**config.mk**
```make
export PLATFORM = sky130hd
export DESIGN_NAME = uart_echo_fifo
export DESIGN_NICKNAME = d
export VERILOG_FILES = /design/src/rtl/uart_echo_fifo.sv
export SDC_FILE = /design/constraint.sdc
export NUM_CORES = 1
export LEC_CHECK = 0
export BUFFER_PORTS_ARGS = -buffer_cell sky130_fd_sc_hd__buf_2
export CAP_MARGIN = 20
export CORE_MARGIN = 2
export CORE_UTILIZATION = 67
export CTS_CLUSTER_DIAMETER = 120
export CTS_CLUSTER_SIZE = 10
export DETAILED_ROUTE_END_ITERATION = 8
export GPL_TIMING_DRIVEN = 0
export PLACE_DENSITY = 0.85
export SYNTH_ARGS = -nofsm -noshare
export SYNTH_HDL_FRONTEND = slang
export SYNTH_SLANG_ARGS = --single-unit
```
**constraint.sdc**
```tcl
create_clock -name clk_s -period 6.31 [get_ports clk_s]
set_input_delay 0 -clock clk_s [delete_from_list [all_inputs] [get_ports clk_s]]
set_output_delay 0 -clock clk_s [all_outputs]
set_load 0.02 [all_outputs]
```
**src/rtl/uart_echo_fifo.sv**
```systemverilog
// UART echo channel: 2-flop synchronised RX, FIFO buffer and TX sharing one clock domain.
// Optional even parity in both directions when the PARITY_EN macro is defined, which adds the oPERR port.
//
// RX FSM  state   | meaning
//         RX_IDLE | line idle, waiting for synced falling edge
//         RX_START| counting to mid start bit, rejects glitches
//         RX_DATA | sampling payload bits LSB first
//         RX_PAR  | sampling parity bit (PARITY_EN only)
//         RX_STOP | sampling stop bit, push or flag error
//         RX_WAIT | framing error seen, waiting for line high
// TX FSM  state   | meaning
//         TX_IDLE | line high, pops head when allowed
//         TX_START| start bit low
//         TX_DATA | payload bits LSB first
//         TX_PAR  | parity bit (PARITY_EN only)
//         TX_STOP | stop bit high
module uart_echo_fifo #(
    parameter int CLK_HZ     = 50_000_000,
    parameter int BAUD       = 115_200,
    parameter int DATA_BITS  = 8,
    parameter int FIFO_DEPTH = 16
) (
    input  logic                          clk_s,
    input  logic                          rstn_s,
    input  logic                          iDATA,
    input  logic                          iTXEN,
    output logic [DATA_BITS-1:0]          oDATA,
    output logic                          oDONE,
    output logic                          oFERR,
`ifdef PARITY_EN
    output logic                          oPERR,
`endif
    output logic                          oOVERRUN,
    output logic                          oFULL,
    output logic                          oEMPTY,
    output logic [$clog2(FIFO_DEPTH):0]   oLEVEL,
    output logic                          oTXDATA
);
    localparam int DIV = CLK_HZ / BAUD;
    localparam int CW  = $clog2(DIV);
    localparam int BW  = $clog2(DATA_BITS);
    localparam int AW  = $clog2(FIFO_DEPTH);
    localparam logic [CW-1:0] CNT_FULL = CW'(DIV - 1);
    localparam logic [CW-1:0] CNT_HALF = CW'(DIV / 2 - 1);
    localparam logic [BW-1:0] LAST_BIT = BW'(DATA_BITS - 1);

    typedef enum logic [2:0] {
        RX_IDLE, RX_START, RX_DATA,
`ifdef PARITY_EN
        RX_PAR,
`endif
        RX_STOP, RX_WAIT
    } rx_state_t;

    typedef enum logic [2:0] {
        TX_IDLE, TX_START, TX_DATA,
`ifdef PARITY_EN
        TX_PAR,
`endif
        TX_STOP
    } tx_state_t;

    logic                 sync1, sync2;
    rx_state_t            rx_state;
    logic [CW-1:0]        rx_cnt;
    logic [BW-1:0]        rx_bit;
    logic [DATA_BITS-1:0] rx_word;
`ifdef PARITY_EN
    logic                 rx_par;
`endif

    always_ff @(posedge clk_s) begin
        if (!rstn_s) begin
            sync1    <= 1'b1;
            sync2    <= 1'b1;
            rx_state <= RX_IDLE;
            rx_cnt   <= '0;
            rx_bit   <= '0;
            rx_word  <= '0;
            oDATA    <= '0;
            oDONE    <= 1'b0;
            oFERR    <= 1'b0;
`ifdef PARITY_EN
            oPERR    <= 1'b0;
            rx_par   <= 1'b0;
`endif
        end else begin
            sync1 <= iDATA;
            sync2 <= sync1;
            oDONE <= 1'b0;
            oFERR <= 1'b0;
`ifdef PARITY_EN
            oPERR <= 1'b0;
`endif
            case (rx_state)
                RX_IDLE: begin
                    if (!sync2) begin
                        rx_state <= RX_START;
                        rx_cnt   <= CNT_HALF;
                    end
                end
                RX_START: begin
                    if (rx_cnt != '0) begin
                        rx_cnt <= rx_cnt - 1'b1;
                    end else if (sync2) begin
                        rx_state <= RX_IDLE;
                    end else begin
                        rx_state <= RX_DATA;
                        rx_cnt   <= CNT_FULL;
                        rx_bit   <= '0;
                    end
                end
                RX_DATA: begin
                    if (rx_cnt != '0) begin
                        rx_cnt <= rx_cnt - 1'b1;
                    end else begin
                        rx_word <= {sync2, rx_word[DATA_BITS-1:1]};
                        rx_cnt  <= CNT_FULL;
                        if (rx_bit == LAST_BIT) begin
`ifdef PARITY_EN
                            rx_state <= RX_PAR;
`else
                            rx_state <= RX_STOP;
`endif
                        end else begin
                            rx_bit <= rx_bit + 1'b1;
                        end
                    end
                end
`ifdef PARITY_EN
                RX_PAR: begin
                    if (rx_cnt != '0) begin
                        rx_cnt <= rx_cnt - 1'b1;
                    end else begin
                        rx_par   <= sync2;
                        rx_cnt   <= CNT_FULL;
                        rx_state <= RX_STOP;
                    end
                end
`endif
                RX_STOP: begin
                    if (rx_cnt != '0) begin
                        rx_cnt <= rx_cnt - 1'b1;
                    end else if (!sync2) begin
                        oFERR    <= 1'b1;
                        rx_state <= RX_WAIT;
`ifdef PARITY_EN
                    end else if (^{rx_word, rx_par}) begin
                        oPERR    <= 1'b1;
                        rx_state <= RX_IDLE;
`endif
                    end else begin
                        // Leaving at mid-stop lets a back-to-back start edge be caught.
                        oDONE    <= 1'b1;
                        oDATA    <= rx_word;
                        rx_state <= RX_IDLE;
                    end
                end
                RX_WAIT: begin
                    if (sync2) rx_state <= RX_IDLE;
                end
                default: rx_state <= RX_IDLE;
            endcase
        end
    end

    // oDONE doubles as the push strobe, with oDATA as the write word.
    logic [DATA_BITS-1:0] mem [FIFO_DEPTH];
    logic [AW:0]          wr_ptr, rd_ptr, wr_next, rd_next;
    logic                 push_ok, pop;
    tx_state_t            tx_state;

    assign pop     = (tx_state == TX_IDLE) && !oEMPTY && iTXEN;
    assign push_ok = oDONE && (!oFULL || pop);
    assign wr_next = wr_ptr + {{AW{1'b0}}, push_ok};
    assign rd_next = rd_ptr + {{AW{1'b0}}, pop};

    always_ff @(posedge clk_s) begin
        if (push_ok) mem[wr_ptr[AW-1:0]] <= oDATA;
    end

    always_ff @(posedge clk_s) begin
        if (!rstn_s) begin
            wr_ptr   <= '0;
            rd_ptr   <= '0;
            oLEVEL   <= '0;
            oFULL    <= 1'b0;
            oEMPTY   <= 1'b1;
            oOVERRUN <= 1'b0;
        end else begin
            wr_ptr <= wr_next;
            rd_ptr <= rd_next;
            oLEVEL <= wr_next - rd_next;
            oFULL  <= (wr_next ^ rd_next) == {1'b1, {AW{1'b0}}};
            oEMPTY <= wr_next == rd_next;
            if (oDONE && !push_ok) oOVERRUN <= 1'b1;
        end
    end

    logic [CW-1:0]        tx_cnt;
    logic [BW-1:0]        tx_bit;
    logic [DATA_BITS-1:0] tx_shift;
`ifdef PARITY_EN
    logic                 tx_par;
`endif

    always_ff @(posedge clk_s) begin
        if (!rstn_s) begin
            tx_state <= TX_IDLE;
            tx_cnt   <= '0;
            tx_bit   <= '0;
            tx_shift <= '0;
            oTXDATA  <= 1'b1;
`ifdef PARITY_EN
            tx_par   <= 1'b0;
`endif
        end else begin
            case (tx_state)
                TX_IDLE: begin
                    oTXDATA <= 1'b1;
                    if (pop) begin
                        tx_shift <= mem[rd_ptr[AW-1:0]];
`ifdef PARITY_EN
                        tx_par   <= ^mem[rd_ptr[AW-1:0]];
`endif
                        oTXDATA  <= 1'b0;
                        tx_cnt   <= CNT_FULL;
                        tx_state <= TX_START;
                    end
                end
                TX_START: begin
                    if (tx_cnt != '0) begin
                        tx_cnt <= tx_cnt - 1'b1;
                    end else begin
                        oTXDATA  <= tx_shift[0];
                        tx_shift <= tx_shift >> 1;
                        tx_bit   <= '0;
                        tx_cnt   <= CNT_FULL;
                        tx_state <= TX_DATA;
                    end
                end
                TX_DATA: begin
                    if (tx_cnt != '0) begin
                        tx_cnt <= tx_cnt - 1'b1;
                    end else begin
                        tx_cnt <= CNT_FULL;
                        if (tx_bit == LAST_BIT) begin
`ifdef PARITY_EN
                            oTXDATA  <= tx_par;
                            tx_state <= TX_PAR;
`else
                            oTXDATA  <= 1'b1;
                            tx_state <= TX_STOP;
`endif
                        end else begin
                            oTXDATA  <= tx_shift[0];
                            tx_shift <= tx_shift >> 1;
                            tx_bit   <= tx_bit + 1'b1;
                        end
                    end
                end
`ifdef PARITY_EN
                TX_PAR: begin
                    if (tx_cnt != '0) begin
                        tx_cnt <= tx_cnt - 1'b1;
                    end else begin
                        oTXDATA  <= 1'b1;
                        tx_cnt   <= CNT_FULL;
                        tx_state <= TX_STOP;
                    end
                end
`endif
                TX_STOP: begin
                    if (tx_cnt != '0) tx_cnt <= tx_cnt - 1'b1;
                    else              tx_state <= TX_IDLE;
                end
                default: tx_state <= TX_IDLE;
            endcase
        end
    end
endmodule
```
==> results_dict.tcl <==
set metrics [dict create \
    status "finished, final reports clean" \
    postPlaceCellArea_mm2 0.009062 \
    dp_slack_ps 2908 \
    cts_htree_levels 1 \
    die_x_um 118 \
    grt_pass1_vias 5828 \
    max_slew_margin_pct 29.95 \
    cts_buffers 24 \
    power_density_mw_per_mm2 349.0 \
    final_cell_mix "edfxtp_1 (128), dfxtp_1 (76), clkbuf_1 (41), nor2_1 (41)" \
    switching_power_w 0.001003 \
    final_common_cell "edfxtp_1" \
    hold_class "in2reg" \
    p_clk_share_pct 35.8 \
    intPower_w 0.002407 \
    fin_area_mm2 0.009768 \
    root_buffer "clkbuf_16" \
    n_fill_cell 761 \
    setup_ws_ps 2812 \
    rows 41 \
    core_mm2 0.01267 \
    fin_crit_sh_pct 55.44 \
    yosys_most_used_dff "edfxtp_1" \
    antenna-diode-count 0 \
    firstDrtPassIters 5 \
    clock_skew_ps 19.86 \
    async_flop_share_pct 0 \
    globalplace.congestion 0.9085 \
    yosysWarnings 0 \
    finalNonFillerCells 882 \
    period_minus_slack_ps 3498 \
    grt_overflow 0 \
    cts_max_path_buffers 3 \
    power_w 0.003409 \
    synth_cell_types 71 \
    pin_count 23 \
    crit_fanout 9 \
    cts_sinks 204 \
    combinationalPowerShare_pct 19.5 \
    p_leak_nw 3.443 \
    post_drt_wl_per_cell_um 22.27 \
    io_buffers 22 \
    die_area_mm2 0.01392 \
    slew_viol_final 0 \
    synthesis.area_mm2 0.008707 \
    drt_wl_total_um 19640 \
    dp_hpwl_um 12760 \
    syn_to_final_growth_pct 12.19 \
    drt_iter0_drc 744 \
    initial_core_util_pct 68.72 \
    maxCapViolCount 0 \
    synth_edf_count 128 \
    worstPathArrival_ps 3950 \
    worstSetupEndpointType "flip-flop" \
    critPathRequiredTime_ps 6760 \
    worstSkewPairLatency_ps 530 \
    tns_ps 0 \
    cts_hold_buffers 1 \
    postCtsSetupRepairBufs 0 \
    worst_pin_slew_ps 1051 \
    cts_resized 0 \
    clk_pin_slew_ps 60 \
    startpoint_type "flip-flop" \
    setup_viol 0 \
    num_vias 5853 \
    grt_max_degree 19 \
    vias_per_cell 6.636 \
    ys_seq_area_share_pct 61.62 \
    swShare_pct 29.41 \
    die-height_um 118 \
    timing.fmax_mhz 285.9 \
    antenna_found_initial 0 \
    synth_nets 667 \
    avgSynthCellArea_um2 13.56 \
    drc 0 \
    dp.cells 840 \
    worstSetupPathType "reg2reg" \
    hold_violations 0 \
    power_frac_seq_pct 44.7 \
    final_nets 720 \
    drive_gt1_share_pct 14.93 \
    grt_pass1_wl_um 31060 \
    cts_tree "built" \
    rsz0062_at_grt "false" \
    drtAntennaViolNets 0 \
    ir_worst_vdd_mv 0.2327 \
    syn_inst 642 \
    synth_seq_cells 204 \
    grt.total_usage_pct 28.73 \
]
[layout make-up]
| cell class | count | area [µm²] | share of cell area, % |
|---|---|---|---|
| Buffer | 38 | 162.7 | 1.665 |
| Clock buffer | 39 | 656.9 | 6.725 |
| Clock inverter | 2 | 38.79 | 0.3971 |
| Inverter | 18 | 67.56 | 0.6917 |
| Multi-Input combinational cell | 382 | 3112 | 31.86 |
| Sequential cell | 204 | 5365 | 54.93 |
| Tap cell | 172 | 215.2 | 2.203 |
| Timing Repair Buffer | 27 | 150.1 | 1.537 |
[cells in the mapped netlist, types with 9 or more instances]
master | count | share of area [%]
and2_1 | 11 | 0.79
nand3_1 | 20 | 1.1
inv_1 | 18 | 0.78
edfxtp_1 | 128 | 44
a21oi_1 | 27 | 1.6
mux2i_1 | 9 | 1.0
a22o_1 | 17 | 1.7
nor3_1 | 15 | 0.86
ha_1 | 20 | 2.9
nand2_1 | 25 | 1.1
nor2_1 | 41 | 1.8
mux4_2 | 32 | 8.3
dfxtp_1 | 76 | 17
clkbuf_1 | 26 | 1.1
a211oi_1 | 11 | 0.95
o21ai_0 | 32 | 1.8
[worst max-delay path, stage by stage, from the launching register on]
cell and delay, ps:
dfxtp_1 340, inv_1 120, ha_1 150, buf_2 190, nand3b_1 230, a21boi_0 600
ha_1 370, inv_1 100, ha_1 200, inv_1 60, fa_1 410, a21o_1 170
a21oi_1 180, xnor3_1 230, nor2_1 80
[cells by family (layout without fill, tap and decap cells)]
group / after synthesis / count (layout) / synth area share, %
mux: 42 / 42 / 9.441
xor+xnor: 9 / 9 / 1.063
buf+inv: 56 / 124 / 2.644
simple gates: 164 / 164 / 9.973
flops: 204 / 204 / 61.62
fa+ha+maj: 21 / 21 / 3.104
compound gates: 146 / 146 / 12.16
[power by group through the flow]
stage	combinational [W]	clock, W	sequential, W
6_report	0.000666	0.00122	0.00152
2_1_floorplan	0.000499	0	0.00153
5_1_grt	0.000726	0.00128	0.00153
3_5_place_dp	0.000635	0	0.00155
3_3_place_gp	0.000609	0	0.00154
4_1_cts	0.000642	0.00122	0.00152
[layer usage]
layer,global-route usage [%],share of wire (%),vias up
met5,0,0,-
met4,10.02,3.1,0
met3,4.312,7.6,56
met2,47.64,50,282
met1,39.29,40,2908
li1,-,-,2607
[registers in the layout (all words and copies together) (netlist names), 2 cells and up]
name / flops
oLEVEL: 5
tx_bit: 3
rx_word: 8
rx_state: 3
tx_state: 2
wr_ptr: 5
rx_cnt: 9
mem: 128
rx_bit: 3
rd_ptr: 5
tx_cnt: 9
tx_shift: 8
oDATA: 8
[final timing paths]
path,start,to,cells after the start,slack (ps)
worst max-delay path,tx_state[1]$_SDFFE_PN0P_,oLEVEL[4]$_SDFF_PN0_,14,2810
worst min-delay path,iTXEN,oOVERRUN$_SDFFE_PN0P_,4,30
worst max register to register,tx_state[1]$_SDFFE_PN0P_,oLEVEL[4]$_SDFF_PN0_,14,2810
worst min register to register,sync1$_SDFF_PN1_,sync2$_SDFF_PN1_,1,440
[metrics by stage]
stage / utilization [%] / hold slack [ps]
after floorplan: - / 101.5
after global placement: 71.28 / 183.6
after detailed placement: 71.52 / 190.8
after CTS: 77.09 / 23.10
after global routing: 77.09 / 54.19
final: 77.09 / 28.73
No activity file was read; power rests on OpenSTA's default activity.
